==> config.mk <==
export PLATFORM = sky130hd
export DESIGN_NAME = apple1_uart_rx
export DESIGN_NICKNAME = d
export VERILOG_FILES = /design/src/rtl/apple1_uart_rx.sv
export SDC_FILE = /design/constraint.sdc
export NUM_CORES = 1
export LEC_CHECK = 0
export ABC_AREA = 0
export BUFFER_PORTS_ARGS = -buffer_cell sky130_fd_sc_hd__buf_2
export CAP_MARGIN = 15
export CORE_ASPECT_RATIO = 0.5
export CORE_MARGIN = 8
export CORE_UTILIZATION = 55
export CTS_BUF_LIST = sky130_fd_sc_hd__clkbuf_2 sky130_fd_sc_hd__clkbuf_4 sky130_fd_sc_hd__clkbuf_8
export DETAILED_ROUTE_END_ITERATION = 10
export HOLD_SLACK_MARGIN = 0.05
export PLACE_DENSITY = 0.76
export SLEW_MARGIN = 20
export SYNTH_ARGS = -nofsm -noshare
export SYNTH_HDL_FRONTEND = slang
export SYNTH_SLANG_ARGS = --single-unit
==> constraint.sdc <==
create_clock -name clk25 -period 2.95 [get_ports clk25]
set_input_delay 0.295 -clock clk25 [delete_from_list [all_inputs] [get_ports clk25]]
set_output_delay 0.295 -clock clk25 [all_outputs]
set_load 0.05 [all_outputs]
==> src/rtl/apple1_uart_rx.sv <==
// 8N1 serial receiver for the Apple-1 host link: 2-flop synchroniser, bit-timing FSM,
// 4-entry show-ahead FIFO with registered CTS flow control and sticky error flags.
module apple1_uart_rx #(
  parameter int CLK_FREQ = 25000000,
  parameter int BAUD     = 115200
) (
  input  logic       clk25,
  input  logic       rst,
  input  logic       uart_rx,
  input  logic       rx_ready,
  input  logic       err_clr,
  output logic [7:0] rx_data,
  output logic       rx_valid,
  output logic       frame_err,
  output logic       overrun,
  output logic       uart_cts
);

  localparam int N  = CLK_FREQ / BAUD;
  localparam int H  = N / 2;
  localparam int CW = (N > 1) ? $clog2(N) : 1;

  generate
    if (N < 4) begin : g_bad_rate
      $error("apple1_uart_rx: CLK_FREQ/BAUD must be at least 4");
    end
  endgenerate

  typedef enum logic [2:0] {WAIT_HIGH, IDLE, START, DATA, STOP} state_t;

  state_t        state, state_nx;
  logic          sync1, rx_s;
  logic [1:0]    armed;
  logic [CW-1:0] cnt;
  logic [2:0]    bit_idx;
  logic [7:0]    shreg;
  logic          tick;
  logic          start_det, bit_smp, push, ferr_set;

  always_ff @(posedge clk25) begin
    if (rst) begin
      sync1 <= 1'b1;
      rx_s  <= 1'b1;
    end else begin
      sync1 <= uart_rx;
      rx_s  <= sync1;
    end
  end

  // The synchroniser holds its reset 1s for two cycles after release; WAIT_HIGH must
  // not trust rx_s until the real pin level has propagated through.
  always_ff @(posedge clk25) begin
    if (rst) armed <= 2'b00;
    else     armed <= {armed[0], 1'b1};
  end

  assign tick = (cnt == '0);

  always_ff @(posedge clk25) begin
    if (rst) state <= WAIT_HIGH;
    else     state <= state_nx;
  end

  always_comb begin
    state_nx = state;
    case (state)
      WAIT_HIGH: if (armed[1] && rx_s) state_nx = IDLE;
      IDLE:      if (!rx_s) state_nx = START;
      START:     if (tick) state_nx = rx_s ? IDLE : DATA;
      DATA:      if (tick && bit_idx == 3'd7) state_nx = STOP;
      STOP:      if (tick) state_nx = rx_s ? IDLE : WAIT_HIGH;
      default:   state_nx = WAIT_HIGH;
    endcase
  end

  always_comb begin
    start_det = (state == IDLE) && !rx_s;
    bit_smp   = (state == DATA) && tick;
    push      = (state == STOP) && tick && rx_s;
    ferr_set  = (state == STOP) && tick && !rx_s;
  end

  // Timing counter is loaded only at the start edge and then reloads with N-1 each bit,
  // so every sample sits exactly H + k*N cycles after the start edge.
  always_ff @(posedge clk25) begin
    if (rst) begin
      cnt     <= '0;
      bit_idx <= 3'd0;
      shreg   <= 8'h00;
    end else begin
      if (start_det) begin
        cnt     <= CW'(H - 1);
        bit_idx <= 3'd0;
      end else if (state inside {START, DATA, STOP}) begin
        cnt <= tick ? CW'(N - 1) : cnt - 1'b1;
      end
      if (bit_smp) begin
        shreg   <= {rx_s, shreg[7:1]};
        bit_idx <= bit_idx + 3'd1;
      end
    end
  end

  logic [7:0] mem [4];
  logic [1:0] wp, rp;
  logic [2:0] count, count_nx;
  logic       pop, full, push_acc, ovr_set;

  assign pop      = rx_ready && (count != 3'd0);
  assign full     = (count == 3'd4);
  assign push_acc = push && (!full || pop);
  assign ovr_set  = push && full && !pop;
  assign count_nx = count + {2'b00, push_acc} - {2'b00, pop};

  always_ff @(posedge clk25) begin
    if (push_acc) mem[wp] <= shreg;
  end

  always_ff @(posedge clk25) begin
    if (rst) begin
      wp       <= 2'd0;
      rp       <= 2'd0;
      count    <= 3'd0;
      uart_cts <= 1'b0;
    end else begin
      if (push_acc) wp <= wp + 2'd1;
      if (pop)      rp <= rp + 2'd1;
      count    <= count_nx;
      uart_cts <= (count_nx < 3'd3);
    end
  end

  always_ff @(posedge clk25) begin
    if (rst) begin
      frame_err <= 1'b0;
      overrun   <= 1'b0;
    end else begin
      frame_err <= ferr_set | (frame_err & ~err_clr);
      overrun   <= ovr_set  | (overrun & ~err_clr);
    end
  end

  assign rx_valid = (count != 3'd0);
  assign rx_data  = rx_valid ? mem[rp] : 8'h00;

endmodule

==> impl_metrics.tcl, run 1 <==
set metrics [dict create \
    critical_path.max_fanout 4 \
    num_rows 19 \
    r2r-start "cnt[1]$_SDFFE_PP0P_" \
    tns_ps 0 \
    skew_ps 6.23 \
    hold_buffers 0 \
    fin_nets 292 \
    synth_seq_area_share_pct 57.3 \
    path_clk_slew_ps 70 \
    hp-start "uart_rx" \
    root_buffer "clkbuf_8" \
    min_period_over_period_pct 96.0 \
    period_needed_ps 2830 \
    drtPass1Iterations 5 \
    hold_slack_ps 128 \
    die-area_mm2 0.00822 \
    synth_area_mm2 0.00300 \
    synth-async-reset-ratio_pct 0 \
    max_freq_mhz 353 \
    cellPowerDensity_mw_per_mm2 785 \
    numCtsBuffers 9 \
    overflow 0 \
    synth_cell_types 52 \
    p_leak_nw 1.25 \
    syn_nets 270 \
    io_buffers 16 \
    antenna_found_initial 0 \
    power.total_mw 2.68 \
    irDropWorstVdd_v 0.000518 \
    wl_per_cell_um 15.8 \
    ant_nets 0 \
    routed_wl_um 5590 \
    final_layout_size_suffix_gt1_share_pct 23.5 \
    synth_edf_count 32 \
    hp-class "in -> reg" \
    worstSetupStartpoint "cnt[1]$_SDFFE_PP0P_" \
    yosys_warnings 0 \
    crit_slowest_cell "or4b_4" \
    clkLatencyLatePin_ps 340 \
    slew-limit-headroom_pct 51.8 \
    crit_chain "inv_2 > ha_1 > or4b_4 > or2_4 > nor4b_4 > inv_1 > ha_1 > inv_1 > ha_2 > fa_2 > xnor2_2 > and2_1" \
    cp-end-kind "flop" \
    cpPeakStageDelay_ps 460 \
    setup-violations-final 0 \
    synthFlopType "dfxtp_1" \
    cp_data_required_time_ps 3190 \
    rrSetupSlack_ps 120 \
    final-hold-violation-count 0 \
    route.vias.total 1944 \
    grt_max_degree 34 \
    grt_pass1_vias 1924 \
    drtIter0Drc 190 \
    post_dp_cell_area_mm2 0.00316 \
    report.final.slew_viol_count 0 \
    ios 17 \
    cts_buffer_depth 2 \
    utilization_pct 63.6 \
    drc 0 \
    dpl.hpwl_um 3780 \
    grt_first_pass_wirelength_um 9220 \
    die_height_um 68.3 \
    start_util_pct 55.9 \
    synth_cells 254 \
    via_per_inst 5.49 \
    outcome "finished, final reports clean" \
    cap_violations 0 \
    die_x_um 120 \
    core-area_mm2 0.00537 \
    n_antenna_cell 0 \
    cts_tree "yes" \
    final_cell_area_mm2 0.00342 \
    numClockSinks 70 \
    worst_pin_slew_ps 723 \
    globalplace.congestion 0.822 \
    worstPathArrival_ps 3070 \
    track_usage_pct 14.6 \
    ys_ff_latch 70 \
    area_growth_pct 13.8 \
    critical_path_class "reg -> reg" \
    htree_levels 3 \
    cp-start-kind "flop" \
    avgSynthCellArea_um2 11.8 \
]
==> metrics by stage <==
| step | cells | worst slack, ps |
|---|---|---|
| 2_1_floorplan | 254 | 18.1 |
| 3_3_place_gp | 334 | 124 |
| 3_5_place_dp | 334 | 31.4 |
| 4_1_cts | 350 | 20.0 |
| 5_1_grt | 354 | -7.75 |
| 6_report | 354 | 119 |
==> synth_stat cells, types with 3 or more instances <==
| library cell | count | share of area (%) |
|---|---|---|
| nor3_1 | 3 | 0.50 |
| nor2b_1 | 3 | 0.63 |
| nand2_1 | 25 | 3.1 |
| nor2_1 | 10 | 1.3 |
| or3_1 | 4 | 0.83 |
| o31ai_1 | 3 | 0.75 |
| inv_1 | 14 | 1.7 |
| a31oi_1 | 6 | 1.3 |
| edfxtp_1 | 32 | 32 |
| dfxtp_1 | 38 | 25 |
| xnor2_1 | 4 | 1.2 |
| nand3_1 | 5 | 0.83 |
| a21oi_1 | 17 | 2.8 |
| buf_2 | 4 | 0.67 |
| ha_1 | 10 | 4.2 |
| mux4_2 | 8 | 6.0 |
| and2_1 | 14 | 2.9 |
| clkbuf_1 | 10 | 1.3 |
==> routing by layer <==
metal	vias up	global-route usage, %	part of all wire (%)
met4	0	6.78	1.6
met5	-	0	0
met1	932	15.9	44
met3	8	5.27	5.0
li1	962	-	-
met2	42	26.1	49
==> logic make-up after synthesis <==
| logic type | Yosys count | synth area share [%] |
|---|---|---|
| xor gates and xnor gates | 6 | 1.75 |
| adders and majority gates | 11 | 4.83 |
| muxes | 10 | 6.67 |
| AOI/OAI and AO/OA | 44 | 9.38 |
| buffers and inverters | 29 | 3.79 |
| and+or+nand+nor | 84 | 16.2 |
| DFF | 70 | 57.3 |
==> critical path: cells and delay by family (launching register included) <==
family / cells / cell delay, ps
simple gates: 4 / 1140
fa+ha+maj: 4 / 940
flops: 1 / 340
buf+inv: 3 / 170
xor+xnor: 1 / 150
==> state kept, by name (all words and copies together), names as in the netlist, named ones only <==
name and cells:
mem 32, cnt 8, shreg 8, bit_idx 3
count 3, state 3, armed 2, rp 2
wp 2, frame_err 1, overrun 1, rx_s 1
sync1 1, uart_cts 1
==> report_power, final <==
part           switching (mW)  total, mW  internal (mW)
Sequential             0.0691       1.12           1.06
Combinational           0.494      0.779          0.285
Clock                   0.362      0.780          0.419
==> cell type report <==
type                    instances  area, um2
flip-flops and latches         70       1720
clock buffers                  10        138
well taps                      73       91.3
clock inverters                 6       68.8
inverters                      14       52.6
repair buffers                 26        155
multi-input cells             155       1190
fillers                       421       1950
==> path summary, 6_finish.rpt <==
check / end / cells past startpoint
worst min-delay path: sync1$_SDFF_PP1_ / 2
worst max register to register: count[2]$_SDFF_PP0_ / 12
worst min register to register: rx_s$_SDFF_PP1_ / 1
worst max-delay path: count[2]$_SDFF_PP0_ / 12
==> placed cells by master, fill, tap and decap left out, drive strengths merged, types with 3 or more instances in the layout <==
cell type  count
dfxtp         38
edfxtp        32
buf           26
nand2         25
a21oi         17
inv           16
and2          14
nor2          11
clkbuf        10
ha            10
mux4           8
a31oi          6
nand3          5
or3            4
xnor2          4
nor3           4
o21ai          4
o31ai          3
nor2b          3
or2            3
nor3b          3
==> what timing repair did <==
| action | 4_1_cts | 5_1_grt |
|---|---|---|
| resized for setup | 0 | 7 |
| setup endpoints to repair | 0 | 3 |
| setup buffers | 0 | 4 |
Note: power is estimated with default switching activity, not from simulation.
==> inputs of run 2 (changes only) <==
Settings changed: RECOVER_POWER set to 50.
==> impl_metrics.tcl, run 2 (same netlist as run 1, synthesis figures left out) <==
set metrics [dict create \
    root_buffer "clkbuf_8" \
    htree_levels 3 \
    hold_buffers 0 \
    cp-end-kind "flop" \
    wl_per_cell_um 15.8 \
    post_dp_cell_area_mm2 0.00316 \
    outcome "finished, final reports clean" \
    worst_pin_slew_ps 1430 \
    power.total_mw 2.67 \
    final-hold-violation-count 0 \
    grt_pass1_vias 1924 \
    top_register "mem" \
    irDropWorstVdd_v 0.000518 \
    path_clk_slew_ps 70 \
    report.final.slew_viol_count 0 \
    hp-start "uart_rx" \
    layout_commonest_cell "dfxtp_1" \
    largest_reg_flops 32 \
    drtIter0Drc 207 \
    cts_tree "yes" \
    die-area_mm2 0.00822 \
    worstPathArrival_ps 3070 \
    cellPowerDensity_mw_per_mm2 789 \
    grt_max_degree 34 \
    start_util_pct 55.9 \
    globalplace.congestion 0.822 \
    cap_violations 0 \
    max_freq_mhz 353 \
    period_needed_ps 2830 \
    numClockSinks 70 \
    p_comb_share_pct 28.8 \
    drc 0 \
    critical_path.max_fanout 4 \
    cts_buffer_depth 2 \
    io_buffers 16 \
    r2r-start "cnt[1]$_SDFFE_PP0P_" \
    ant_nets 0 \
    num_rows 19 \
    p_int_mw 1.75 \
    die_height_um 68.3 \
    critical_path_class "reg -> reg" \
    cp-start-kind "flop" \
    layout_setup_ws_ps 116 \
    skew_ps 5.98 \
    worstSetupStartpoint "cnt[1]$_SDFFE_PP0P_" \
    setup-violations-final 0 \
    p_clk_share_pct 29.1 \
    routed_wl_um 5610 \
    p_sw_mw 0.923 \
    final_layout_size_suffix_gt1_share_pct 19.9 \
    mostFrequentLayoutCells "36 x dfxtp_1, 32 x edfxtp_1, 25 x nand2_1, 17 x a21oi_1, 13 x and2_1" \
    final_cell_area_mm2 0.00339 \
    route.vias.total 1937 \
    antenna_found_initial 0 \
    p_seq_share_pct 42.0 \
    fillCellCount 430 \
    area_growth_pct 12.9 \
    hp-class "in -> reg" \
    finalNonFillerCells 354 \
    track_usage_pct 14.6 \
    via_per_inst 5.47 \
    core-area_mm2 0.00537 \
    drtPass1Iterations 4 \
    netSwitchingFraction_pct 34.5 \
    overflow 0 \
    min_period_over_period_pct 96.1 \
    dp_slack_ps 31.4 \
    seq_area_mm2 0.00172 \
    top_regs "mem (32), cnt (8), shreg (8)" \
    grt_first_pass_wirelength_um 9220 \
    n_antenna_cell 0 \
    dpl.hpwl_um 3780 \
    post-place-cells 334 \
    clkLatencyLatePin_ps 340 \
    cp_data_required_time_ps 3190 \
    numCtsBuffers 9 \
    slew-limit-headroom_pct 4.78 \
    fin_nets 292 \
    hold_slack_ps 129 \
    p_leak_nw 1.22 \
    die_x_um 120 \
    multi_input_area_mm2 0.00117 \
    ios 17 \
]
[run 2: changes by cell type in the layout (fill, tap and decap cells not counted), sizes merged]
| cell | previous run | this run |
|---|---|---|
| clkbuf | 10 | 17 |
| buf | 26 | 19 |
[run 2: worst paths after layout]
path	to	slack [ps]	depth (start not counted)
setup reg to reg	count[2]$_SDFF_PP0_	120	12
hold / removal	sync1$_SDFF_PP1_	130	2
hold reg to reg	rx_s$_SDFF_PP1_	410	1
setup / recovery	count[2]$_SDFF_PP0_	120	12
[run 2: final cells by class]
type	count	area share, %
Sequential cell	70	50.8
Multi-Input combinational cell	155	34.6
Timing Repair Buffer	26	4.17
Clock buffer	10	4.06
Tap cell	73	2.69
Clock inverter	6	2.03
Inverter	14	1.55
[run 2: critical path, stage by stage, from the launching register on]
cell,delay (ps)
dfxtp_2,340
inv_2,60
ha_1,130
or4b_4,460
or2_4,270
nor4b_4,240
inv_1,70
ha_1,270
inv_1,40
ha_2,170
fa_2,370
xnor2_2,150
and2_1,170
[run 2: per-layer routing]
metal | track usage [%] | part of all wire (%) | up-vias
met2 | 26.1 | 49 | 47
met4 | 6.78 | 1.6 | 0
li1 | - | - | 963
met1 | 15.9 | 43 | 920
met3 | 5.27 | 6.3 | 7
met5 | 0 | 0 | -
[run 2: metrics by stage]
step	setup TNS, ps	util [%]
detailed placement	0	58.8
global placement	0	58.8
CTS	0	62.7
finish	0	63.1
floorplan	0	-
global route	-14.8	63.1
[run 2: power by group through the flow]
stage,clock [mW],combinational [mW],sequential (mW)
2_1_floorplan,0,0.614,1.12
3_3_place_gp,0,0.723,1.14
3_5_place_dp,0,0.738,1.15
4_1_cts,0.801,0.740,1.13
5_1_grt,0.836,0.833,1.13
6_report,0.779,0.771,1.12
[run 2: timing repair]
item | 4_1_cts | 5_1_grt
endpoints found under the hold margin | 0 | 0
setup endpoints to repair | 0 | 3
gates resized for setup | 0 | 7
buffers inserted | 0 | 4
==> inputs of run 3 (changes only) <==
Settings changed: CORE_MARGIN 8 to 2, CORE_UTILIZATION 55 to 43, PLACE_DENSITY 0.76 to unset.
==> impl_metrics.tcl, run 3 (same netlist as run 1, synthesis figures left out) <==
set metrics [dict create \
    outcome "finished, final reports clean" \
    die_height_um 63.1 \
    path_clk_slew_ps 80 \
    grt_pass1_vias 1842 \
    fin_nets 291 \
    p_int_mw 1.74 \
    cts_tree "yes" \
    report.final.slew_viol_count 0 \
    cts_buffer_depth 2 \
    layout_commonest_cell "dfxtp_1" \
    core-area_mm2 0.00673 \
    numClockSinks 70 \
    critical_path_class "reg -> reg" \
    final-hold-violation-count 0 \
    clkLatencyLatePin_ps 340 \
    cp-end-kind "flop" \
    worst_pin_slew_ps 693 \
    antenna_found_initial 0 \
    top_regs "mem (32), cnt (8), shreg (8)" \
    setup-violations-final 0 \
    ios 17 \
    crit_slowest_cell "or4b_4" \
    htree_levels 3 \
    p_sw_mw 0.934 \
    numCtsBuffers 9 \
    skew_ps 6.05 \
    cp-start-kind "flop" \
    track_usage_pct 15.9 \
    top_register "mem" \
    via_per_inst 5.12 \
    routed_wl_um 5330 \
    p_clk_share_pct 29.0 \
    wl_per_cell_um 14.3 \
    power.total_mw 2.67 \
    mostFrequentLayoutCells "37 x dfxtp_1, 32 x edfxtp_1, 25 x nand2_1, 17 x a21oi_1" \
    grt_max_degree 34 \
    globalplace.congestion 0.750 \
    drc 0 \
    critPathTopFamily "simple AND/OR/NAND/NOR gates" \
    min_period_over_period_pct 95.7 \
    grt_first_pass_wirelength_um 9220 \
    critical_path.max_fanout 4 \
    die_x_um 122 \
    num_rows 21 \
    p_comb_share_pct 28.9 \
    dpl.hpwl_um 3550 \
    largest_reg_flops 32 \
    io_buffers 16 \
    worstPathArrival_ps 3060 \
    cap_violations 0 \
    netSwitchingFraction_pct 34.9 \
    drtIter0Drc 135 \
    p_leak_nw 1.20 \
    post-place-cells 354 \
    ant_nets 0 \
    hold_buffers 0 \
    cpPeakStageDelay_ps 450 \
    overflow 0 \
    cellPowerDensity_mw_per_mm2 787 \
    p_seq_share_pct 42.0 \
    irDropWorstVdd_v 0.000248 \
    n_antenna_cell 0 \
    period_needed_ps 2820 \
    max_freq_mhz 354 \
    hp-class "in -> reg" \
    route.vias.total 1905 \
    die-area_mm2 0.00771 \
    finalNonFillerCells 372 \
    final_layout_size_suffix_gt1_share_pct 18.9 \
    start_util_pct 44.6 \
    area_growth_pct 13.2 \
    path_buf_inv 3 \
    slew-limit-headroom_pct 53.8 \
    cp_data_required_time_ps 3190 \
    drtPass1Iterations 4 \
    crit_chain "inv_2 > ha_1 > or4b_4 > or2_4 > nor4b_4 > inv_1 > ha_1 > inv_1 > ha_2 > fa_2 > xnor2_2 > and2_1" \
    root_buffer "clkbuf_8" \
]
run 3: cell types whose count changed in the layout (fill, tap and decap cells not counted), sizes merged:
cell and change:
clkinvlp +2, buf -1, clkinv -2
run 3: layer usage:
layer  up-vias  global-route usage, %  part of all wire (%)
met5         -                      0                     0
met4         0                   5.32                  0.79
met3         4                   6.16                   3.6
met2        33                   25.6                    50
met1       913                   19.8                    46
li1        955                      -                     -
run 3: area by class of cell:
type | instances | area [um2]
clock inverters | 6 | 70.1
clock buffers | 10 | 131
fillers | 618 | 3330
flip-flops and latches | 70 | 1720
repair buffers | 25 | 131
well taps | 92 | 115
inverters | 14 | 52.6
multi-input cells | 155 | 1180
run 3: worst register-to-register path: stages (launching register included):
cell	delay (ps)
dfxtp_2	340
inv_2	70
ha_1	130
or4b_4	450
or2_4	270
nor4b_4	230
inv_1	70
ha_1	270
inv_1	40
ha_2	170
fa_2	370
xnor2_2	150
and2_1	150
run 3: final timing paths:
kind                                     startpoint                  end  slack, ps  depth (start not counted)
worst max-delay path            cnt[0]$_SDFFE_PP0P_  count[2]$_SDFF_PP0_        130                         12
worst min-delay path                        uart_rx     sync1$_SDFF_PP1_        130                          2
worst max register to register  cnt[0]$_SDFFE_PP0P_  count[2]$_SDFF_PP0_        130                         12
worst min register to register     sync1$_SDFF_PP1_      rx_s$_SDFF_PP1_        410                          1
run 3: power by group through the flow:
stage                     combinational, mW  clock, mW  sequential (mW)
after detailed placement              0.751          0             1.15
after CTS                             0.757      0.802             1.13
final                                 0.774      0.777             1.12
after floorplan                       0.614          0             1.12
after global routing                  0.837      0.851             1.14
after global placement                0.745          0             1.15
run 3: through the flow:
stage               util [%]  hold slack [ps]  TNS, ps  instance area [um2]  setup slack (ps)
global placement        47.5              389        0                 3190               113
CTS                     50.4              115        0                 3390              16.2
floorplan                  -              367        0                 3010              18.1
detailed placement      47.5              394        0                 3190              29.8
global route            50.5              118    -5.10                 3400             -5.10
finish                  50.5              130        0                 3400               127
run 3: what timing repair did:
item / in CTS / in global routing
endpoints found under the setup margin: 0 / 3
setup buffers: 0 / 2
resized for setup: 0 / 5
